### src/rtl/muldiv_pkg.sv
// Shared types and helpers for the iterative RV32M multiply/divide unit.
//   muldiv_op_e    : funct3 encodings of the eight M-extension ops
//   muldiv_state_e : controller states
//   is_div         : op belongs to the divide/remainder half
//   rs1_signed / rs2_signed : operand signedness per op
package muldiv_pkg;

    typedef enum logic [2:0] {
        OP_MUL    = 3'd0,
        OP_MULH   = 3'd1,
        OP_MULHSU = 3'd2,
        OP_MULHU  = 3'd3,
        OP_DIV    = 3'd4,
        OP_DIVU   = 3'd5,
        OP_REM    = 3'd6,
        OP_REMU   = 3'd7
    } muldiv_op_e;

    typedef enum logic [1:0] {
        IDLE = 2'd0,
        CALC = 2'd1,
        DONE = 2'd2
    } muldiv_state_e;

    function automatic logic is_div(input muldiv_op_e op);
        return op[2];
    endfunction

    function automatic logic rs1_signed(input muldiv_op_e op);
        return (op == OP_MUL) || (op == OP_MULH) || (op == OP_MULHSU) ||
               (op == OP_DIV) || (op == OP_REM);
    endfunction

    function automatic logic rs2_signed(input muldiv_op_e op);
        return (op == OP_MUL) || (op == OP_MULH) || (op == OP_DIV) || (op == OP_REM);
    endfunction

endpackage

### src/rtl/muldiv_step.sv
// One combinational iteration of the multiply/divide datapath.
//   is_div_i : 1 = restoring-divide step, 0 = shift-add multiply step
//   acc_i    : 2*XLEN accumulator; multiply {hi, multiplier}, divide {remainder, quotient/dividend}
//   opnd_i   : multiplicand (multiply) or divisor (divide)
//   acc_o    : accumulator after this iteration
module muldiv_step #(
    parameter int XLEN = 32
) (
    input  logic              is_div_i,
    input  logic [2*XLEN-1:0] acc_i,
    input  logic [XLEN-1:0]   opnd_i,
    output logic [2*XLEN-1:0] acc_o
);

    logic [XLEN:0]   add_sum;
    logic [XLEN:0]   shifted;
    logic [XLEN-1:0] diff;
    logic            ge;

    always_comb begin
        // Multiply: conditionally add multiplicand into the high half, then shift right.
        add_sum = {1'b0, acc_i[2*XLEN-1:XLEN]} + (acc_i[0] ? {1'b0, opnd_i} : '0);
        // Divide: remainder shifted left with the next dividend bit pulled in.
        shifted = acc_i[2*XLEN-1:XLEN-1];
        ge      = shifted >= {1'b0, opnd_i};
        // The true difference is below the divisor, so the low XLEN bits are exact.
        diff    = shifted[XLEN-1:0] - opnd_i;
        if (is_div_i) begin
            acc_o = {(ge ? diff : shifted[XLEN-1:0]), acc_i[XLEN-2:0], ge};
        end else begin
            acc_o = {add_sum, acc_i[XLEN-1:1]};
        end
    end

endmodule

### src/rtl/muldiv_unit.sv
// Iterative RV32M multiply/divide unit, one bit per cycle.
//   clk, rst            : clock, synchronous active-high reset
//   flush               : abort in-flight op / discard held result
//   in_valid, in_ready  : op handshake (op = funct3, rs1, rs2)
//   out_valid, out_ready: result handshake; result held while out_valid && !out_ready
//
//   state | meaning
//   IDLE  | waiting for an op, in_ready=1
//   CALC  | one iteration per cycle, counter 0..XLEN
//   DONE  | result valid, waiting for out_ready
module muldiv_unit
    import muldiv_pkg::*;
#(
    parameter int XLEN = 32
) (
    input  logic            clk,
    input  logic            rst,
    input  logic            flush,
    input  logic            in_valid,
    output logic            in_ready,
    input  logic [2:0]      op,
    input  logic [XLEN-1:0] rs1,
    input  logic [XLEN-1:0] rs2,
    output logic            out_valid,
    input  logic            out_ready,
    output logic [XLEN-1:0] result
);

    localparam int               CNT_W    = $clog2(XLEN) + 1;
    localparam logic [CNT_W-1:0] CNT_LAST = CNT_W'(XLEN);
    localparam logic [XLEN-1:0]  MIN_INT  = {1'b1, {(XLEN-1){1'b0}}};

    muldiv_state_e     state_q, state_d;
    muldiv_op_e        op_q, op_d;
    logic              neg_q, neg_d;
    logic [CNT_W-1:0]  cnt_q, cnt_d;
    logic [2*XLEN-1:0] acc_q, acc_d;
    logic [XLEN-1:0]   opnd_q, opnd_d;
    logic [XLEN-1:0]   result_q, result_d;

    muldiv_op_e        op_in;
    logic              sa, sb, accept, special;
    logic [XLEN-1:0]   mag_a, mag_b, special_res, final_res, quo, rem;
    logic [2*XLEN-1:0] step_acc, prod_fix;

    assign op_in = muldiv_op_e'(op);
    assign sa    = rs1_signed(op_in) & rs1[XLEN-1];
    assign sb    = rs2_signed(op_in) & rs2[XLEN-1];
    assign mag_a = sa ? -rs1 : rs1;
    assign mag_b = sb ? -rs2 : rs2;

    assign in_ready  = (state_q == IDLE) && !rst;
    assign accept    = in_valid && in_ready && !flush;
    assign out_valid = (state_q == DONE);
    assign result    = result_q;

    // Divide-by-zero and signed overflow finish without iterating.
    always_comb begin
        special     = 1'b0;
        special_res = '0;
        if (is_div(op_in)) begin
            if (rs2 == '0) begin
                special     = 1'b1;
                special_res = op_in[1] ? rs1 : '1;
            end else if (!op_in[0] && (rs1 == MIN_INT) && (rs2 == '1)) begin
                special     = 1'b1;
                special_res = op_in[1] ? '0 : MIN_INT;
            end
        end
    end

    muldiv_step #(.XLEN(XLEN)) u_step (
        .is_div_i (is_div(op_q)),
        .acc_i    (acc_q),
        .opnd_i   (opnd_q),
        .acc_o    (step_acc)
    );

    // Sign fix applied to the final iteration's output as it is registered.
    always_comb begin
        prod_fix = neg_q ? -step_acc : step_acc;
        quo      = neg_q ? -step_acc[XLEN-1:0] : step_acc[XLEN-1:0];
        rem      = neg_q ? -step_acc[2*XLEN-1:XLEN] : step_acc[2*XLEN-1:XLEN];
        case (op_q)
            OP_MUL:                       final_res = prod_fix[XLEN-1:0];
            OP_MULH, OP_MULHSU, OP_MULHU: final_res = prod_fix[2*XLEN-1:XLEN];
            OP_DIV, OP_DIVU:              final_res = quo;
            default:                      final_res = rem;
        endcase
    end

    always_comb begin
        state_d  = state_q;
        op_d     = op_q;
        neg_d    = neg_q;
        cnt_d    = cnt_q;
        acc_d    = acc_q;
        opnd_d   = opnd_q;
        result_d = result_q;
        if (flush) begin
            state_d = IDLE;
        end else begin
            case (state_q)
                IDLE: begin
                    if (accept) begin
                        op_d   = op_in;
                        // Remainder follows the dividend; everything else follows sA^sB.
                        neg_d  = (op_in[2] && op_in[1]) ? sa : (sa ^ sb);
                        cnt_d  = '0;
                        opnd_d = is_div(op_in) ? mag_b : mag_a;
                        acc_d  = {{XLEN{1'b0}}, (is_div(op_in) ? mag_a : mag_b)};
                        if (special) begin
                            result_d = special_res;
                            state_d  = DONE;
                        end else begin
                            state_d = CALC;
                        end
                    end
                end
                CALC: begin
                    acc_d = step_acc;
                    cnt_d = cnt_q + 1'b1;
                    if (cnt_d == CNT_LAST) begin
                        result_d = final_res;
                        state_d  = DONE;
                    end
                end
                DONE: begin
                    if (out_ready) begin
                        state_d = IDLE;
                    end
                end
                default: state_d = IDLE;
            endcase
        end
    end

    always_ff @(posedge clk) begin
        if (rst) begin
            state_q  <= IDLE;
            op_q     <= OP_MUL;
            neg_q    <= 1'b0;
            cnt_q    <= '0;
            acc_q    <= '0;
            opnd_q   <= '0;
            result_q <= '0;
        end else begin
            state_q  <= state_d;
            op_q     <= op_d;
            neg_q    <= neg_d;
            cnt_q    <= cnt_d;
            acc_q    <= acc_d;
            opnd_q   <= opnd_d;
            result_q <= result_d;
        end
    end

endmodule
### config.mk
export PLATFORM = sky130hd
export DESIGN_NAME = muldiv_unit
export DESIGN_NICKNAME = d
export VERILOG_FILES = /design/src/rtl/muldiv_pkg.sv /design/src/rtl/muldiv_step.sv /design/src/rtl/muldiv_unit.sv
export SDC_FILE = /design/constraint.sdc
export NUM_CORES = 1
export LEC_CHECK = 0
export ABC_AREA = 1
export CAP_MARGIN = 10
export CORE_MARGIN = 2
export CORE_UTILIZATION = 40
export CTS_BUF_LIST = sky130_fd_sc_hd__clkbuf_4 sky130_fd_sc_hd__clkbuf_8
export DETAILED_ROUTE_END_ITERATION = 12
export PLACE_DENSITY_LB_ADDON = 0.12
export SLEW_MARGIN = 20
export SYNTH_ARGS = -nofsm -noshare
export SYNTH_HDL_FRONTEND = slang
export SYNTH_SLANG_ARGS = --single-unit
### constraint.sdc
create_clock -name clk -period 5 [get_ports clk]
set_input_delay 1 -clock clk [delete_from_list [all_inputs] [get_ports clk]]
set_output_delay 1 -clock clk [all_outputs]
set_load 0.03 [all_outputs]
==> results.ini <==
[timing]
drv_slew=0
fin_worst_skew_ps=23.0
hold_viol=0
setup_viol_count_final=0
fmax_ghz=0.211
rsz0062_at_grt=false
maxSlewHeadroom_pct=23.2
worst_slew_pin_slew_ps=1140
period_share_pct=94.6
period_minus_slack_ps=4730

[setup_path]
critPathLaunchType=register
required_ps=5410
critPathMaxFanout=18
worstPathArrival_ps=5130
crit_type=register to register
end_kind=register

[layout]
fin_nets=3412
drive_above_1_share_pct=7.32
stdcell_area_um2=19800
syn_to_final_growth_pct=12.1
finalCoreUtilization_pct=45.1

[floorplanning]
die_y_um=214
fp.dieArea_um2=45900
rows=77
start_util_pct=40.2
ios=106
core_um2=43900
die-width_um=214

[yosys]
synth_nets=3340
synth_top_area_share_pct=21.7
synth_edf_count=0
ys.flop_type=dfxtp_1
synth_area_leader_cell=nand2_1
yosysUniqueCellTypes=53
synth_seq_cells=140
synth.area.top_cells=nand2_1, dfxtp_1, inv_1
syn-instance-count=3196
yosysSeqAreaShare_pct=15.9
ys_async_sr_fraction_pct=0
avgSynthCellArea_um2=5.53
yosysWarningCount=0
post-synth-top-count-cell=nand2_1
synthTopCellsByCount=nand2_1, inv_1, nor2_1, nand3_1, a21oi_1
syn_area_um2=17700

[clock_network]
htree_levels=4
cts-resized-gates=0
cts.sinks=140
root_buffer=clkbuf_8
holdBufCountCts=0
cts_tree=built
cts_setup_buffers=0
clk-insertion-delay-late_ps=530
clock_path_buffers=2
clkTransAtPathRegs_ps=100
cts_buffers=17

[global_routing]
track_usage_pct=37.5
grt_pass1_wl_um=129000
grt_pass1_vias=20200
grt_max_degree=81
overflow=0
antenna_found_initial=2

[place]
io_buffers=105
hpwl_um=71100
place_area_um2=19400
gp_congestion=1.03

[drt]
drt-total-wl_um=88000
antenna_left=0
drc=0
vias_per_cell=5.61
drtIter0Drc=2614
drt-wirelength-per-cell_um=22.7
vias=21700
dr.pass1.iters=6

[outcome]
outcome=finished clean

[power_and_ir_drop]
p_total_mw=3.91
p_leak_nw=10.6
powerDensity_nw_per_um2=197
vdd_drop_max_uv=175

[flow_run]
drv_cap=0

[min_path]
hold_class=register to register

==> layout make-up <==
cell class	instances	area [µm²]
Sequential cell	140	2810
Fill cell	4969	24100
Clock inverter	12	129
Clock buffer	19	255
Timing Repair Buffer	167	1520
Tap cell	592	741
Antenna cell	2	5.00
Multi-Input combinational cell	2415	12400
Inverter	527	1980
==> layout by cell type, fill, tap and decap left out, types with 70 or more instances in the layout <==
cell / count
nand3_1: 237
ha_1: 70
o21ai_0: 79
inv_1: 508
nand2_1: 1020
dfxtp_1: 138
nor2_1: 301
xor2_1: 90
clkdlybuf4s50_1: 104
a21oi_1: 193
==> logic make-up after synthesis <==
group	Yosys count	share of synthesized area, %
AOI/OAI and AO/OA	453	15.5
and+or+nand+nor	1779	43.6
xor gates and xnor gates	111	5.50
DFF	140	15.9
buffers and inverters	641	14.3
adders and majority gates	72	5.18
==> stage by stage <==
| stage | setup slack [ps] | setup TNS, ps | cells | hold WS (ps) |
|---|---|---|---|---|
| final | 271 | 0 | 3874 | 483 |
| after global routing | 7.47 | 0 | 3872 | 498 |
| after CTS | 463 | 0 | 3872 | 486 |
| after detailed placement | 24.5 | 0 | 3841 | 469 |
| after floorplan | 1510 | 0 | 3196 | 458 |
| after global placement | -33.9 | -33.9 | 3841 | 467 |
==> power breakdown <==
group	switching, mW	internal, mW	total (mW)
Clock	0.571	0.423	0.994
Sequential	0.0258	1.14	1.17
Combinational	1.26	0.483	1.74
==> worst paths after layout <==
kind / start / end / slack (ps) / cells after the start
min: result[2] / result[2] / 480 / 2
max reg2reg: acc_q[0] / result[15] / 270 / 22
max: acc_q[0] / result[15] / 270 / 22
min reg2reg: result[2] / result[2] / 480 / 2
==> flip-flops by register name, indices dropped and copies added, names as in the netlist <==
name     cells
op_q         3
result      32
state_q      2
acc_q       64
neg_q        1
opnd_q      32
cnt_q        6
==> per-layer routing <==
layer	up-vias	part of all wire, %	wire (µm)	GRT usage [%]
met5	-	0	0	0
met3	205	8.8	7780	6.48
met1	10000	40	35600	47.1
li1	10300	-	-	-
met4	0	7.1	6270	24.0
met2	1186	44	38400	59.6
==> worst max-delay path: stages, from the launching register on <==
cell     delay, ps
dfxtp_1        340
buf_4          250
nand2_1         90
inv_1          130
ha_1           370
a21oi_1        440
inv_1           70
a21oi_1        440
nand3_1        380
nand2_1        180
nand3_1         90
nand3_1        170
nand3_1        250
nor2_1         210
nand2_1        140
inv_2           90
nand2_4         60
o21ai_2        260
nand2_1         90
nand3_1        100
nand3_1        250
nand2_1        140
a21oi_1         80
Power figures use the tool's default switching activity.
